### src/rtl/add_pkg.sv
// rtl/add_pkg.sv - shared width default, saturation bounds and state type for add_accum
package add_pkg;

    localparam int DW_DEF = 16;

    typedef enum logic [1:0] {
        IDLE = 2'd0,
        ACC  = 2'd1,
        OUT  = 2'd2
    } add_accum_state_t;

    function automatic int sat_max(input int w);
        return (1 << (w - 1)) - 1;
    endfunction

    function automatic int sat_min(input int w);
        return -(1 << (w - 1));
    endfunction

endpackage

### src/rtl/add_sat_shift.sv
// rtl/add_sat_shift.sv - optional rounding (ADD_ACCUM_ROUND_EN), arithmetic shift and saturation
module add_sat_shift
    import add_pkg::*;
#(
    parameter int DW        = DW_DEF,
    parameter int AW        = DW_DEF + 3,
    parameter int OUT_SHIFT = 3
) (
    input  logic signed [AW-1:0] sum_i,
    output logic signed [DW-1:0] result_o,
    output logic                 ovf_o
);

    localparam logic signed [AW:0]   MAX_W = (AW+1)'(sat_max(DW));
    localparam logic signed [AW:0]   MIN_W = (AW+1)'(sat_min(DW));
    localparam logic signed [DW-1:0] MAX_D = DW'(sat_max(DW));
    localparam logic signed [DW-1:0] MIN_D = DW'(sat_min(DW));

    logic signed [AW:0] ext;
    logic signed [AW:0] rnd;
    logic signed [AW:0] shifted;

    // One guard bit so the rounding increment can never wrap.
    assign ext = {sum_i[AW-1], sum_i};

`ifdef ADD_ACCUM_ROUND_EN
    localparam logic signed [AW:0] RND = (AW+1)'((2 ** OUT_SHIFT) / 2);
    assign rnd = ext + RND;
`else
    assign rnd = ext;
`endif

    assign shifted = rnd >>> OUT_SHIFT;

    always_comb begin
        result_o = shifted[DW-1:0];
        ovf_o    = 1'b0;
        if (shifted > MAX_W) begin
            result_o = MAX_D;
            ovf_o    = 1'b1;
        end else if (shifted < MIN_W) begin
            result_o = MIN_D;
            ovf_o    = 1'b1;
        end
    end

endmodule

### src/rtl/add_accum.sv
// rtl/add_accum.sv - block accumulator of 2^LOG2_N samples with scaled saturated output
// Rounding before the shift is enabled by defining ADD_ACCUM_ROUND_EN.
module add_accum
    import add_pkg::*;
#(
    parameter int DW        = DW_DEF,
    parameter int LOG2_N    = 3,
    parameter int OUT_SHIFT = 3
) (
    input  logic                 clk,
    input  logic                 rst,
    input  logic signed [DW-1:0] din,
    input  logic                 din_valid,
    output logic                 din_ready,
    output logic signed [DW-1:0] dout,
    output logic                 dout_valid,
    input  logic                 dout_ready,
    output logic                 ovf,
    output logic                 busy
);

    localparam int                AW       = DW + LOG2_N;
    localparam logic [LOG2_N-1:0] CNT_LAST = LOG2_N'((2 ** LOG2_N) - 1);
    localparam logic [LOG2_N-1:0] CNT_ONE  = LOG2_N'(1);

    add_accum_state_t      state_q, state_d;
    logic signed [AW-1:0]  acc_q, acc_d;
    logic [LOG2_N-1:0]     cnt_q, cnt_d;
    logic signed [DW-1:0]  dout_q, dout_d;
    logic                  ovf_q, ovf_d;
    logic                  dout_valid_q, dout_valid_d;
    logic                  din_ready_q;
    logic signed [AW-1:0]  din_ext;
    logic signed [AW-1:0]  sum;
    logic signed [DW-1:0]  res;
    logic                  res_ovf;
    logic                  accept;

    assign din_ext = {{LOG2_N{din[DW-1]}}, din};
    assign sum     = acc_q + din_ext;
    assign accept  = din_valid && din_ready_q;

    add_sat_shift #(
        .DW        (DW),
        .AW        (AW),
        .OUT_SHIFT (OUT_SHIFT)
    ) u_sat_shift (
        .sum_i    (sum),
        .result_o (res),
        .ovf_o    (res_ovf)
    );

    always_comb begin
        state_d      = state_q;
        acc_d        = acc_q;
        cnt_d        = cnt_q;
        dout_d       = dout_q;
        ovf_d        = ovf_q;
        dout_valid_d = dout_valid_q;
        case (state_q)
            IDLE: begin
                if (accept) begin
                    acc_d   = din_ext;
                    cnt_d   = CNT_ONE;
                    state_d = ACC;
                end
            end
            ACC: begin
                if (accept) begin
                    if (cnt_q == CNT_LAST) begin
                        dout_d       = res;
                        ovf_d        = res_ovf;
                        dout_valid_d = 1'b1;
                        state_d      = OUT;
                    end else begin
                        acc_d = sum;
                        cnt_d = cnt_q + CNT_ONE;
                    end
                end
            end
            OUT: begin
                if (dout_valid_q && dout_ready) begin
                    dout_valid_d = 1'b0;
                    acc_d        = '0;
                    cnt_d        = '0;
                    state_d      = IDLE;
                end
            end
            default: state_d = IDLE;
        endcase
    end

    // din_ready is registered so it stays low until the first edge after reset.
    always_ff @(posedge clk or negedge rst) begin
        if (!rst) begin
            state_q      <= IDLE;
            acc_q        <= '0;
            cnt_q        <= '0;
            dout_q       <= '0;
            ovf_q        <= 1'b0;
            dout_valid_q <= 1'b0;
            din_ready_q  <= 1'b0;
        end else begin
            state_q      <= state_d;
            acc_q        <= acc_d;
            cnt_q        <= cnt_d;
            dout_q       <= dout_d;
            ovf_q        <= ovf_d;
            dout_valid_q <= dout_valid_d;
            din_ready_q  <= (state_d != OUT);
        end
    end

    assign din_ready  = din_ready_q;
    assign dout       = dout_q;
    assign ovf        = ovf_q;
    assign dout_valid = dout_valid_q;
    assign busy       = (state_q != IDLE);

endmodule

### config.mk
export PLATFORM = sky130hd
export DESIGN_NAME = add_accum
export DESIGN_NICKNAME = d
export VERILOG_FILES = /design/src/rtl/add_pkg.sv /design/src/rtl/add_sat_shift.sv /design/src/rtl/add_accum.sv
export SDC_FILE = /design/constraint.sdc
export NUM_CORES = 1
export LEC_CHECK = 0
export ABC_CLOCK_PERIOD_IN_PS = 2750
export CORE_AREA = 2 2 75 77
export DETAILED_ROUTE_END_ITERATION = 16
export DIE_AREA = 0 0 77 79
export GPL_ROUTABILITY_DRIVEN = 0
export PLACE_DENSITY_LB_ADDON = 0.3
export RECOVER_POWER = 100
export SKIP_CTS_REPAIR_TIMING = 1
export SLEW_MARGIN = 20
export SYNTH_ARGS = -nofsm -noshare
export SYNTH_HDL_FRONTEND = slang
export SYNTH_SLANG_ARGS = --single-unit
### constraint.sdc
create_clock -name clk -period 2.75 [get_ports clk]
set_input_delay 0.4125 -clock clk [delete_from_list [all_inputs] [get_ports clk]]
set_output_delay 0.4125 -clock clk [all_outputs]
set_load 0.01 [all_outputs]
==> flow_results.org <==
** Die
- Chip Height :: around 79 um
- Row generation in the floorplan step produced 27 rows.
- In this run the count of I/O pins placed on the die edge is 40.
- Effective utilization at floorplan :: 0.5281
- Total Die Area :: approximately 6100 um2
- The region available for standard cell placement spans about 5300 um2.
- In this run the horizontal extent of the chip is 77 um.

** Clocking
- Clock tree from TritonCTS :: done
- H-Tree Depth :: 2
- Cell chosen for the clock root :: clkbuf_8
- The clock passes through at most 2 buffers.
- Clock sink count :: between 40 and 50
- In this run, CTS created clock tree buffers numbering 5.
- Clk_lat worst skew :: around 0.29 ns
- Clock-pin slew was measured on the worst setup and hold paths at roughly 0.08 ns.

** Synthesis
- Number of synthesized flops with an enable pin :: 0
- Counting every net in the synthesized netlist gives ~340.
- Of all flip-flops after synthesis, the portion carrying an async set or reset was 1.000.
- Post-Synthesis Cell Area :: between 2000 and 3000 um2
- In the synthesized netlist, the number of instances is 296.
- For this run, the number of Yosys warnings is 0.
- The share of the Yosys chip area taken by registers is 0.3817.
- Counting distinct cell types in the post-synthesis netlist gives a little under 50.
- In this run the mean area of a mapped cell was 9.523 um2.
- Most common flop cell mapped by yosys :: dfrtp_1
- Synth Register Bits :: 43

** Timing
- Headroom to the max-slew limit came out at -0.5458.
- Setup slack after layout :: between 0.1 and 0.15 ns
- Final Max Tran Viols :: between 40 and 50
- Clock skew :: 0.002656 ns
- The worst path needs 2.610 ns of the cycle, external delays included.
- Slew at the pin closest to its max-slew limit :: 2.319 ns
- The number of endpoints with negative hold slack in the final report came to 0.
- For this run, the top clock speed supported by timing is 383.1 MHz.
- After routing, the total negative slack on setup checks comes to 0 ns.
- Total of endpoints with negative setup slack in the final report :: 0
- Of the available clock period, the critical path in the final layout requires 0.9492.

** GRT
- Via count of the first global-routing pass :: 2351
- After global routing the overflow that remains totals 0.
- Initial antenna violation count :: 0
- Aggregate global-route resource usage :: 0.2272
- The first global-routing pass estimated about 11 mm of wire.
- Largest net degree at the start of global routing :: 44

** Critical path
- On the critical path the largest part of the delay comes from compound AO/OA/AOI/OAI gates.
- Sort of element at the start of the critical path :: input pin
- For this run, the slowest stage of the critical path takes roughly 0.42 ns.
- Largest fanout on the critical path :: 3
- CP Capture Type :: flop
- Length in cells of the worst reg-to-reg path :: 7
- Bufs and invs on worst path :: 3
- Cell Chain, Critical Path :: clkdlybuf4s50_1 > ha_1 > fa_2 > a21oi_2 > o221ai_2 > clkbuf_4 > clkbuf_4 > a21o_1 > a21oi_1 > xnor2_1 > a221oi_2 > a21oi_1
- At the worst endpoint, the arrival time is ~2.8 ns.
- Required @ worst endpoint :: approximately 2.9 ns
- Cell count along the critical path :: 12
- Slowest stage cell on the critical path :: clkdlybuf4s50_1
- The critical path is of the input pin to flop type.

** Placement
- Hpwl dp :: around 4.9 mm
- IO buf count :: 39
- OpenSTA, run right after detailed placement, puts the worst setup slack at -0.3251 ns.
- Placed cells :: 419

** Flow run
- The tool flagged a number of max-cap violations equal to 1.

** Final layout
- Highest-count cells in the layout ignoring fill and taps :: dfrtp_1, nand2_1, a21oi_1, o21ai_0, ha_1
- The number of antenna diodes in the final layout is 0.
- The finished layout holds around 430 standard cells, fillers aside.
- From synthesis to final layout, the design area changed by 24.50%.
- Commonest non-fill, non-tap cell in the layout :: dfrtp_1
- Net count reported at finish :: 400
- Share of final-layout standard cells stronger than drive strength 1 :: 0.1352
- For this run, the share of the core covered by cells in the final layout is 0.6575.

** Min path
- Type of the most critical hold path :: flop to flop
- The worst hold path was traced through 2 stages.

** Detailed routing
- In the final routed layout, each cell accounts on average for about 15 um.
- Total number of vias :: around 2400
- The routed design has around 6.4 mm of wire.
- Initial DRT Pass Iterations :: 4
- For this run, design rule violations remaining after detail routing come to 0.
- The detail route stage leaves a number of antenna-violating nets equal to 0.
- Dividing the detail-routed via count by the number of cells gives 5.588.
- The first routing iteration left about 190 violations.

** Outcome
- Run status :: finished with violations
- Failing checks :: max-capacitance violations, max-slew violations

** Power and ir drop
- Static leakage :: roughly 1.7 nW
- Max VDD drop :: 528.6 uV
- Power spread over the standard cell area amounts to 992.3 nW/um2.
- Post-route total power :: 3.483 mW
sequential cells by signal, summed over array words and instances, names as in the netlist:
name	flops
acc_q	19
dout_valid	1
cnt_q	3
din_ready	1
state_q	2
dout	16
ovf	1
layer usage:
metal  vias to the layer above  GRT usage  routed length (um)
met1                      1111     0.3252                3111
met4                         0    0.06071                  75
li1                       1197          -                   -
met2                        71     0.3614                2867
met3                         7    0.03636                 358
met5                         -          0                   0
worst paths after layout:
check | startpoint | to | slack (ns)
worst min register to register | dout[1]$_DFFE_PN0P_ | dout[1]$_DFFE_PN0P_ | 0.47
worst min-delay path | dout[1]$_DFFE_PN0P_ | dout[1]$_DFFE_PN0P_ | 0.47
worst max-delay path | din[0] | acc_q[8]$_DFFE_PN0P_ | 0.14
worst max register to register | state_q[0]$_DFF_PN0_ | acc_q[6]$_DFFE_PN0P_ | 0.22
max in group asynchronous | rst | acc_q[6]$_DFFE_PN0P_ | 0.62
min in group asynchronous | rst | state_q[1]$_DFF_PN0_ | 0.81
area by class of cell:
type                    instances  area, um2
multi-input cells             228       1668
flip-flops and latches         43       1076
clock buffers                   7      76.32
inverters                      15      56.30
clock inverters                 1      5.005
repair buffers                 61      538.0
well taps                      72      90.09
fillers                       491       1828
cells in the mapped netlist (2+ instances only):
| library cell | number | area [um2] |
|---|---|---|
| a211o_1 | 2 | 17.52 |
| a21o_1 | 9 | 67.56 |
| a21oi_1 | 28 | 140.1 |
| a21oi_2 | 2 | 17.52 |
| a221oi_1 | 7 | 61.31 |
| a31oi_1 | 2 | 12.51 |
| and2_1 | 3 | 18.77 |
| and3_1 | 3 | 18.77 |
| buf_1 | 2 | 7.510 |
| clkbuf_1 | 8 | 30.03 |
| dfrtp_1 | 43 | 1076 |
| ha_1 | 25 | 312.8 |
| inv_1 | 15 | 56.30 |
| mux2_2 | 9 | 101.4 |
| mux2i_1 | 2 | 20.02 |
| nand2_1 | 33 | 123.9 |
| nand2b_1 | 3 | 18.77 |
| nand3_1 | 7 | 35.03 |
| nor2_1 | 8 | 30.03 |
| nor2b_1 | 2 | 12.51 |
| nor3_1 | 6 | 30.03 |
| nor3b_1 | 4 | 30.03 |
| o21a_1 | 2 | 15.01 |
| o21ai_0 | 26 | 130.1 |
| o21ai_1 | 2 | 10.01 |
| o2bb2ai_1 | 4 | 35.03 |
| or3_1 | 2 | 12.51 |
| xnor2_1 | 10 | 87.58 |
| xor2_1 | 7 | 61.31 |
report_power, final:
| group | internal, mW | switching [mW] |
|---|---|---|
| Sequential | 0.812 | 0.124 |
| Combinational | 0.980 | 1.18 |
| Clock | 0.178 | 0.210 |
tightest hold or removal path: cells and delay by family (launching register included):
kind,cells,cell delay (ns)
DFF,1,0.34
AOI/OAI and AO/OA,1,0.05
and+or+nand+nor,1,0.04
per-stage QoR:
step,instance area (um2),hold WS (ns)
after global routing,3510,0.5020
after global placement,3422,0.4603
after floorplan,2819,0.1169
after CTS,3503,0.2986
final,3510,0.4743
after detailed placement,3422,0.4699
cell families (layout without fill, tap and decap cells):
family          Yosys count  after routing  share of synthesized area
simple gates             75             75                     0.1287
fa+ha+maj                26             26                     0.1181
buf+inv                  25             84                    0.03329
flops                    43             43                     0.3817
mux                      11             11                    0.04305
compound gates           99             99                     0.2423
xor+xnor                 17             17                    0.05282
(Power assumes the default switching activity.)
